**src/rtl/reg_master_arbiter.sv**
```systemverilog
// Round-robin arbiter sharing one register slave port among NUM_MASTERS requesters.
// One transaction in flight at a time; a silent slave is answered with 0xdeadbeef after TIMEOUT cycles.
module reg_master_arbiter #(
    parameter int NUM_MASTERS = 2,
    parameter int ADDR_WIDTH  = 18,
    parameter int DATA_WIDTH  = 32,
    parameter int TIMEOUT     = 16
) (
    input  logic                              clk,
    input  logic                              reset,
    input  logic [NUM_MASTERS-1:0]            m_reg_req,
    input  logic [NUM_MASTERS-1:0]            m_reg_rd_wr_L,
    input  logic [NUM_MASTERS*ADDR_WIDTH-1:0] m_reg_addr,
    input  logic [NUM_MASTERS*DATA_WIDTH-1:0] m_reg_wr_data,
    output logic [NUM_MASTERS-1:0]            m_reg_ack,
    output logic [DATA_WIDTH-1:0]             m_reg_rd_data,
    output logic                              s_reg_req,
    output logic                              s_reg_rd_wr_L,
    output logic [ADDR_WIDTH-1:0]             s_reg_addr,
    output logic [DATA_WIDTH-1:0]             s_reg_wr_data,
    input  logic                              s_reg_ack,
    input  logic [DATA_WIDTH-1:0]             s_reg_rd_data,
    output logic                              timeout_pulse
);
    localparam int GW = (NUM_MASTERS > 1) ? $clog2(NUM_MASTERS) : 1;
    localparam logic [DATA_WIDTH-1:0] DEAD = DATA_WIDTH'(32'hdeadbeef);
    localparam logic [7:0] TMAX = 8'(TIMEOUT - 1);

    typedef enum logic [1:0] {IDLE, GRANT, DROP} state_t;

    state_t                 state_q, state_d;
    logic [GW-1:0]          grant_q, grant_d;
    logic [GW-1:0]          last_q, last_d;
    logic [7:0]             timer_q, timer_d;
    logic                   s_req_q, s_req_d;
    logic                   s_rw_q, s_rw_d;
    logic [ADDR_WIDTH-1:0]  s_addr_q, s_addr_d;
    logic [DATA_WIDTH-1:0]  s_wdata_q, s_wdata_d;
    logic [NUM_MASTERS-1:0] m_ack_q, m_ack_d;
    logic [DATA_WIDTH-1:0]  m_rdata_q, m_rdata_d;
    logic                   to_q, to_d;

    // Round-robin pick: scanning downward lets the nearest requester after last_q win.
    logic [GW-1:0] sel;
    logic [GW:0]   cand;
    always_comb begin
        sel  = last_q;
        cand = '0;
        for (int k = NUM_MASTERS; k >= 1; k--) begin
            cand = {1'b0, last_q} + (GW+1)'(k);
            if (cand >= (GW+1)'(NUM_MASTERS))
                cand = cand - (GW+1)'(NUM_MASTERS);
            if (m_reg_req[cand[GW-1:0]])
                sel = cand[GW-1:0];
        end
    end

    always_comb begin
        state_d   = state_q;
        grant_d   = grant_q;
        last_d    = last_q;
        timer_d   = timer_q;
        s_req_d   = s_req_q;
        s_rw_d    = s_rw_q;
        s_addr_d  = s_addr_q;
        s_wdata_d = s_wdata_q;
        m_ack_d   = '0;
        m_rdata_d = m_rdata_q;
        to_d      = 1'b0;
        case (state_q)
            IDLE: begin
                if (|m_reg_req) begin
                    grant_d   = sel;
                    last_d    = sel;
                    timer_d   = '0;
                    s_req_d   = 1'b1;
                    s_rw_d    = m_reg_rd_wr_L[sel];
                    s_addr_d  = m_reg_addr[int'(sel)*ADDR_WIDTH +: ADDR_WIDTH];
                    s_wdata_d = m_reg_wr_data[int'(sel)*DATA_WIDTH +: DATA_WIDTH];
                    state_d   = GRANT;
                end
            end
            GRANT: begin
                // A slave ack in the timeout cycle takes priority over the timeout.
                if (s_reg_ack) begin
                    m_rdata_d        = s_reg_rd_data;
                    m_ack_d[grant_q] = 1'b1;
                    s_req_d          = 1'b0;
                    state_d          = DROP;
                end else if (timer_q == TMAX) begin
                    m_rdata_d        = DEAD;
                    m_ack_d[grant_q] = 1'b1;
                    to_d             = 1'b1;
                    s_req_d          = 1'b0;
                    state_d          = DROP;
                end else begin
                    timer_d = timer_q + 8'd1;
                end
            end
            DROP: begin
                if (!m_reg_req[grant_q] && !s_reg_ack) begin
                    timer_d = '0;
                    state_d = IDLE;
                end
            end
            default: state_d = IDLE;
        endcase
    end

    always_ff @(posedge clk) begin
        if (reset) begin
            state_q   <= IDLE;
            grant_q   <= '0;
            last_q    <= GW'(NUM_MASTERS - 1);
            timer_q   <= '0;
            s_req_q   <= 1'b0;
            s_rw_q    <= 1'b0;
            s_addr_q  <= '0;
            s_wdata_q <= '0;
            m_ack_q   <= '0;
            m_rdata_q <= '0;
            to_q      <= 1'b0;
        end else begin
            state_q   <= state_d;
            grant_q   <= grant_d;
            last_q    <= last_d;
            timer_q   <= timer_d;
            s_req_q   <= s_req_d;
            s_rw_q    <= s_rw_d;
            s_addr_q  <= s_addr_d;
            s_wdata_q <= s_wdata_d;
            m_ack_q   <= m_ack_d;
            m_rdata_q <= m_rdata_d;
            to_q      <= to_d;
        end
    end

    assign m_reg_ack     = m_ack_q;
    assign m_reg_rd_data = m_rdata_q;
    assign s_reg_req     = s_req_q;
    assign s_reg_rd_wr_L = s_rw_q;
    assign s_reg_addr    = s_addr_q;
    assign s_reg_wr_data = s_wdata_q;
    assign timeout_pulse = to_q;

endmodule

```
**config.mk**
```make
export PLATFORM = sky130hd
export DESIGN_NAME = reg_master_arbiter
export DESIGN_NICKNAME = d
export VERILOG_FILES = /design/src/rtl/reg_master_arbiter.sv
export SDC_FILE = /design/constraint.sdc
export NUM_CORES = 1
export LEC_CHECK = 0
export CAP_MARGIN = 0
export CORE_ASPECT_RATIO = 1.25
export CORE_MARGIN = 5
export CORE_UTILIZATION = 42
export CTS_CLUSTER_SIZE = 12
export DETAILED_ROUTE_END_ITERATION = 6
export PLACE_DENSITY = 0.86
export SLEW_MARGIN = 20
export SYNTH_ARGS = -nofsm -noshare
export SYNTH_HDL_FRONTEND = slang
export SYNTH_SLANG_ARGS = --single-unit
```
**constraint.sdc**
```tcl
create_clock -name clk -period 3.7 [get_ports clk]
set_clock_uncertainty 0.2 [all_clocks]
set_input_delay 0.74 -clock clk [delete_from_list [all_inputs] [get_ports clk]]
set_output_delay 0.74 -clock clk [all_outputs]
set_load 0.03 [all_outputs]
```
==> results.md, run 1 <==
* Max stage delay cell, worst path: sky130_fd_sc_hd__o32ai_1
* Starting utilization of the core area at 43.2%
* Portion of the clock cycle consumed by the worst path in the final layout at 67.6%
* Reported leakage power at 2.64 nW
* Worst EP required at approximately 3.7 ns
* Final Hold Fails at 0
* Via/cell ratio at between 5 and 6
* Cell-by-cell listing of the critical path: clkdlybuf4s50_1 > mux2_2 > o32ai_1 > nor3_1 > mux2_2
* Hold-fix buffer count after cts at 0
* Worst setup margin at 1.20 ns
* Maximum fanout count along the critical path at 4
* Dominant synthesized flop cell: sky130_fd_sc_hd__dfxtp_1
* Synth top area share at between 40% and 50%
* Synth unique cells at 37
* Cell count after synthesis at between 400 and 500
* Skew-Pair Late Insertion Delay at 0.34 ns
* Die area at 12000 um^2
* Number of standard cells in the final layout excluding fillers at ~790
* Setup bufs post-CTS at 0
* Placed cell count at 778
* Slew at the pin closest to its max-slew limit at 0.934 ns
* Global routing usage summed across all routing layers at about a fifth
* Peak supply drop at 0.214 mV
* Routability congestion estimate at 0.843
* Drt drc at 0
* Stage delay of the slowest cell on the critical path at about 0.5 ns
* Total setup violations reported at the end of the flow at 0
* Core outline area at ~9700 um^2
* Antenna viol nets, final at 0
* Worst Setup Start Kind: input port
* Maximum number of pins on one net before global-route repair at about 110
* Row Count at 40
* H-tree depth at 3
* Max Freq at ~400 MHz
* Vias post-DR at around 4100
* Max transition margin at a little under two fifths
* HPWL after detailed placement at between 9000 and 10000 um
* Post-placement worst setup slack at between 0.9 and 1 ns
* Min Clock Period, post-route at around 2.5 ns
* Warnings, synthesis at 0
* Top cells by area, synth: sky130_fd_sc_hd__dfxtp_1 (47%), sky130_fd_sc_hd__mux2i_1 (13%), sky130_fd_sc_hd__nor2_1 (9.9%)
* Maximum clock insertion buffer count at 2
* Synthesized area divided by synthesized cell count at roughly 9.1 um^2
* Unrepaired setup endpoints after global routing: false
* Synth Cell Area at between 4000 and 5000 um^2
* Data arrival time of the critical path at between 2 and 3 ns
* Total negative setup slack at 0 ns
* Proportion of synthesized flip-flops having asynchronous set or reset at 0%
* Clock net sink count at 99
* Cell type contributing the most total cell area after synthesis: sky130_fd_sc_hd__dfxtp_1
* Proportion of layout cells with a drive suffix above 1 at between 4 and 5%
* Antenna violations before repair at 0
* Die extent in x at between 90 and 100 um
* Endpoint type of the worst setup path: flip-flop
* Most common cell in the synthesized netlist: sky130_fd_sc_hd__nor2_1
* Number of cells upsized or downsized after cts at 0
* Type of the most critical hold path: flip-flop to flip-flop
* Floorplan die height at between 100 and 150 um
* Ant. Diodes at 0
* Cell Pwr Density at between 400 and 500 nW/um^2
* Layout overhead on the synthesized area at 62.5%
* Cell seen most often among critical-path stages: sky130_fd_sc_hd__mux2_2
* Final Max Slew Viols at 0
* TritonCTS clock tree: built
* Sum of overflow across all layers after global routing at 0
* Number of enable flip-flop cells after synthesis at 0
* Max capacitance violation total at 0
* First-pass DRT Iterations at 5
* Routed wire length at about 13000 um
* Startpoint-to-endpoint class of the critical path: input port to flip-flop
* Number of synthesized register bits at between 90 and 100
* Violation count after the first detailed-routing iteration at around 130
* Number of buffers created by CTS at 9
* Total of buffers placed on input and output ports at around 230
* Clk pin slew, worst setup/hold paths at about 0.060 ns
* Power, Total at around 0.0031 W
* Layout net count at about 800
* Cell types with the highest counts after synthesis: sky130_fd_sc_hd__nor2_1 (110), sky130_fd_sc_hd__dfxtp_1 (99), sky130_fd_sc_hd__mux2i_1 (53)
* Total I/O pin count at around 230
* Sequential fraction of the synthesis area at 47.5%
* Routed WL per cell at roughly 16 um
* Vias in the first global route at 4123
* Clock root buffer master: sky130_fd_sc_hd__clkbuf_16
* Nets in the synthesized netlist at between 500 and 600
* Wire length of the first global-routing pass at between 15000 and 20000 um
* Outcome: finished, final reports clean
## critical path: cells and delay by family
kind	cells	cell delay (ns)
and+or+nand+nor	1	0.16
AOI/OAI and AO/OA	1	0.51
buffers and inverters	1	0.48
muxes	2	0.63
## per-stage QoR
stage | hold slack [ns] | cell area, um^2 | util (%)
after detailed placement | 0.256 | 6490 | 67.2
after CTS | 0.271 | 6790 | 70.3
after global routing | 0.281 | 6790 | 70.3
final | 0.267 | 6790 | 70.3
after floorplan | 0.243 | 4180 | -
after global placement | 0.245 | 6490 | 67.2
## path summary, 6_finish.rpt
path                          start           endpoint  slack (ns)  depth (start not counted)
hold / removal    m_reg_rd_data[10]  m_reg_rd_data[10]        0.27                          1
hold reg to reg   m_reg_rd_data[10]  m_reg_rd_data[10]        0.27                          1
setup reg to reg         timer_q[0]  m_reg_rd_data[29]        1.43                          6
setup / recovery       m_reg_req[1]         timer_q[0]        1.20                          5
## registers in the layout, indices dropped and copies added, names as in the netlist
register / cells
grant_q: 1
last_q: 1
m_reg_ack: 2
m_reg_rd_data: 32
s_reg_addr: 18
s_reg_rd_wr_L: 1
s_reg_req: 1
s_reg_wr_data: 32
state_q: 2
timeout_pulse: 1
timer_q: 8
## layer usage
layer | share of wire [%] | GRT usage (%)
met5 | 0 | 0
met4 | 2.3 | 7.09
met3 | 9.1 | 8.34
met2 | 53 | 37.2
met1 | 36 | 20.8
## cell families after synthesis
kind of cell	after synthesis	share of synthesized area [%]
DFF	99	47.5
buffers and inverters	38	4.20
adders and majority gates	1	0.300
AOI/OAI and AO/OA	113	19.2
muxes	55	13.2
and+or+nand+nor	152	15.6
## cell type report
type	count	area, um^2
fill	724	2870
timing repair buffer	230	2310
multi-input combinational	321	2030
sequential	99	1980
clock buffer	13	260
tap	126	158
clock inverter	2	35.0
inverter	2	7.51
## placed cells by master, fill, tap and decap left out, types with 2 or more instances in the layout
cell type,count
sky130_fd_sc_hd__clkdlybuf4s50_1,224
sky130_fd_sc_hd__nor2_1,110
sky130_fd_sc_hd__dfxtp_1,99
sky130_fd_sc_hd__mux2i_1,53
sky130_fd_sc_hd__a211oi_1,52
sky130_fd_sc_hd__o21a_1,25
sky130_fd_sc_hd__nand2_1,16
sky130_fd_sc_hd__a21oi_1,14
sky130_fd_sc_hd__o21ai_0,11
sky130_fd_sc_hd__clkbuf_16,9
sky130_fd_sc_hd__nand2b_1,6
sky130_fd_sc_hd__nor3_1,4
sky130_fd_sc_hd__or2_2,3
sky130_fd_sc_hd__nand3_1,3
sky130_fd_sc_hd__a31oi_1,3
sky130_fd_sc_hd__buf_4,3
sky130_fd_sc_hd__nor2_4,2
sky130_fd_sc_hd__inv_1,2
sky130_fd_sc_hd__mux2_2,2
sky130_fd_sc_hd__a21o_1,2
sky130_fd_sc_hd__clkbuf_1,2
sky130_fd_sc_hd__clkbuf_8,2
sky130_fd_sc_hd__buf_12,2
## power breakdown
group	switching, W	internal [W]
Sequential	0.0000568	0.00117
Combinational	0.000491	0.000439
Clock	0.000375	0.000557
Total	0.000922	0.00217
(Power assumes the default switching activity.)
==> run 2, diff against run 1 <==
--- a/config.mk
+++ b/config.mk
@@ -8,10 +8,10 @@
 export CAP_MARGIN = 0
 export CORE_ASPECT_RATIO = 1.25
 export CORE_MARGIN = 5
-export CORE_UTILIZATION = 42
+export CORE_UTILIZATION = 39
 export CTS_CLUSTER_SIZE = 12
 export DETAILED_ROUTE_END_ITERATION = 6
-export PLACE_DENSITY = 0.86
+export PLACE_DENSITY = 0.8
 export SLEW_MARGIN = 20
 export SYNTH_ARGS = -nofsm -noshare
 export SYNTH_HDL_FRONTEND = slang
==> constraint.sdc (replaced) <==
create_clock -name clk -period 2.6 [get_ports clk]
set_clock_uncertainty 0.2 [all_clocks]
set_input_delay 0.52 -clock clk [delete_from_list [all_inputs] [get_ports clk]]
set_output_delay 0.52 -clock clk [all_outputs]
set_load 0.03 [all_outputs]
==> results.md, run 2 (same netlist as run 1, synthesis figures left out) <==
* Skew-Pair Late Insertion Delay at 0.33 ns (about the same)
* Vias post-DR at 4065 (-0.51%)
* Die extent in x at 103 um (+3.4%)
* Max Freq at 460 MHz
* Worst setup margin at 0.425 ns (-0.775 ns)
* Setup bufs post-CTS at 0 (unchanged)
* Total negative setup slack at 0 ns (unchanged)
* Area of all placed cells without fillers at 6870 um^2 (+1.3%)
* Via/cell ratio at 5.03 (-2.4%)
* Worst reg-to-reg path cell count at 5 (-1)
* First-pass DRT Iterations at 4 (-1)
* Number of cells upsized or downsized after cts at 0 (unchanged)
* Multi-input gate area at 2030 um^2 (unchanged)
* Placement Cell Area at 6560 um^2 (+1.0%)
* Clk pin slew, worst setup/hold paths at 0.06 ns (about the same)
* Startpoint-to-endpoint class of the critical path: input port to flip-flop
* Core outline area at 10600 um^2 (+9.4%)
* Reported leakage power at 2.68 nW (+1.6%)
* Total of buffers placed on input and output ports at 225 (unchanged)
* Hold-fix buffer count after cts at 0 (unchanged)
* Max capacitance violation total at 0 (unchanged)
* Antenna viol nets, final at 0 (unchanged)
* Cell-by-cell listing of the critical path: clkdlybuf4s50_1 > o21ai_4 > buf_4 > mux2i_1 > a211oi_1
* Filler cells at 871 (+20%)
* TritonCTS clock tree: built
* Number of standard cells in the final layout excluding fillers at 808 (+1.9%)
* Proportion of layout cells with a drive suffix above 1 at 5.77% (+1.4 points)
* Slew at the pin closest to its max-slew limit at 0.673 ns (-0.261 ns)
* Type of the most critical hold path: flip-flop to flip-flop
* Worst EP required at 2.64 ns (-1.09 ns)
* Ant. Diodes at 0 (unchanged)
* Final Hold Fails at 0 (unchanged)
* CP Launch Point: m_reg_req[1]
* Data arrival time of the critical path at 2.21 ns (-0.32 ns)
* Endpoint type of the worst setup path: flip-flop
* Outcome: finished, final reports clean
* Post-placement worst setup slack at 0.0426 ns (-0.861 ns)
* Clock net sink count at 99 (unchanged)
* Drt drc at 0 (unchanged)
* Commonest cells after routing, fill and taps aside: sky130_fd_sc_hd__clkdlybuf4s50_1 (224), sky130_fd_sc_hd__nor2_1 (110), sky130_fd_sc_hd__dfxtp_1 (99)
* Placed cell count at 792 (+1.8%)
* Sum of overflow across all layers after global routing at 0 (unchanged)
* Min Clock Period, post-route at 2.18 ns
* Routability congestion estimate at 0.844 (+0.20%)
* Clock root buffer master: sky130_fd_sc_hd__clkbuf_16
* Cell Pwr Density at 648 nW/um^2 (+42%)
* H-tree depth at 3 (unchanged)
* Maximum number of pins on one net before global-route repair at 105 (unchanged)
* Vias in the first global route at 4132 (+0.22%)
* Maximum clock insertion buffer count at 2 (unchanged)
* Max transition margin at 54.9% (+17 points)
* Number of buffers created by CTS at 9 (unchanged)
* Register Area at 1980 um^2 (unchanged)
* HPWL after detailed placement at 9560 um (about the same)
* Portion of the clock cycle consumed by the worst path in the final layout at 83.7%
* Wire length of the first global-routing pass at 19600 um (-0.56%)
* Unrepaired setup endpoints after global routing: false
* Most common library cell in the layout ignoring fill and taps: sky130_fd_sc_hd__clkdlybuf4s50_1
* Layout overhead on the synthesized area at 64.6%
* Routed wire length at 12400 um (-2.6%)
* Layout net count at 811 (+1.0%)
* Routed WL per cell at 15.3 um (-4.4%)
* Max stage delay cell, worst path: sky130_fd_sc_hd__o21ai_4
* Total I/O pin count at 226 (unchanged)
* Antenna violations before repair at 0 (unchanged)
* Fraction of the core area covered by cells at the end of the flow at 65.1% (-5.2 points)
* Startpoint of the most critical hold path: m_reg_rd_data[12]
* Die area at 12900 um^2 (+7.0%)
* Row Count at 42 (+5.0%)
* Worst reg2reg startpoint: timer_q[0]
* Violation count after the first detailed-routing iteration at 99 (-26%)
* Stage delay of the slowest cell on the critical path at 0.57 ns (+0.06 ns)
* Peak supply drop at 0.342 mV (+60%)
* Worst Setup Start Kind: input port
* Hold path cells at 1 (unchanged)
* Final Max Slew Viols at 0 (unchanged)
* Starting utilization of the core area at 39.5% (-3.7 points)
* Maximum fanout count along the critical path at 16 (+12)
* Total setup violations reported at the end of the flow at 0 (unchanged)
* Floorplan die height at 126 um (+3.5%)
* Global routing usage summed across all routing layers at 19.2% (-1.2 points)
==> run 2: changes by cell type in the layout (fill, tap and decap cells not counted), sizes merged <==
cell and change:
buf +8, clkinv -1, clkinvlp +2
==> run 2: metrics by stage <==
step	power [W]	hold WS (ns)
finish	0.00445	0.262
global route	0.00467	0.280
CTS	0.00452	0.267
detailed placement	0.00313	0.253
global placement	0.00310	0.248
floorplan	0.00251	0.243
==> run 2: report_power, final <==
group / switching, W / internal [W] / total [W]
Clock: 0.000540 / 0.000825 / 0.00137
Combinational: 0.000695 / 0.000644 / 0.00134
Sequential: 0.0000798 / 0.00167 / 0.00175
Total: 0.00131 / 0.00314 / 0.00445
==> run 2: final timing paths <==
check,endpoint,slack (ns)
setup / recovery,s_reg_rd_wr_L,0.42
hold / removal,m_reg_rd_data[12],0.26
setup reg to reg,m_reg_rd_data[29],0.47
hold reg to reg,m_reg_rd_data[12],0.26
==> run 2: worst max-delay path: cells and delay by family <==
kind,cells,cell delay [ns]
AO/OA/AOI/OAI,2,0.84
buffers and inverters,2,0.75
multiplexers,1,0.09
==> run 2: layout make-up <==
type                    instances  area share [%]
clock buffers                  13            3.93
clock inverters                 3           0.655
inverters                       2           0.109
multi-input cells             321            29.6
flip-flops and latches         99            28.8
well taps                     132            2.40
repair buffers                238            34.5
==> run 2: layer usage <==
layer	wire, um	GRT usage (%)	vias up
met5	0	0	-
met4	402	9.50	0
met3	1170	6.03	28
met2	6350	33.2	163
met1	4450	20.6	1832
li1	-	-	2042
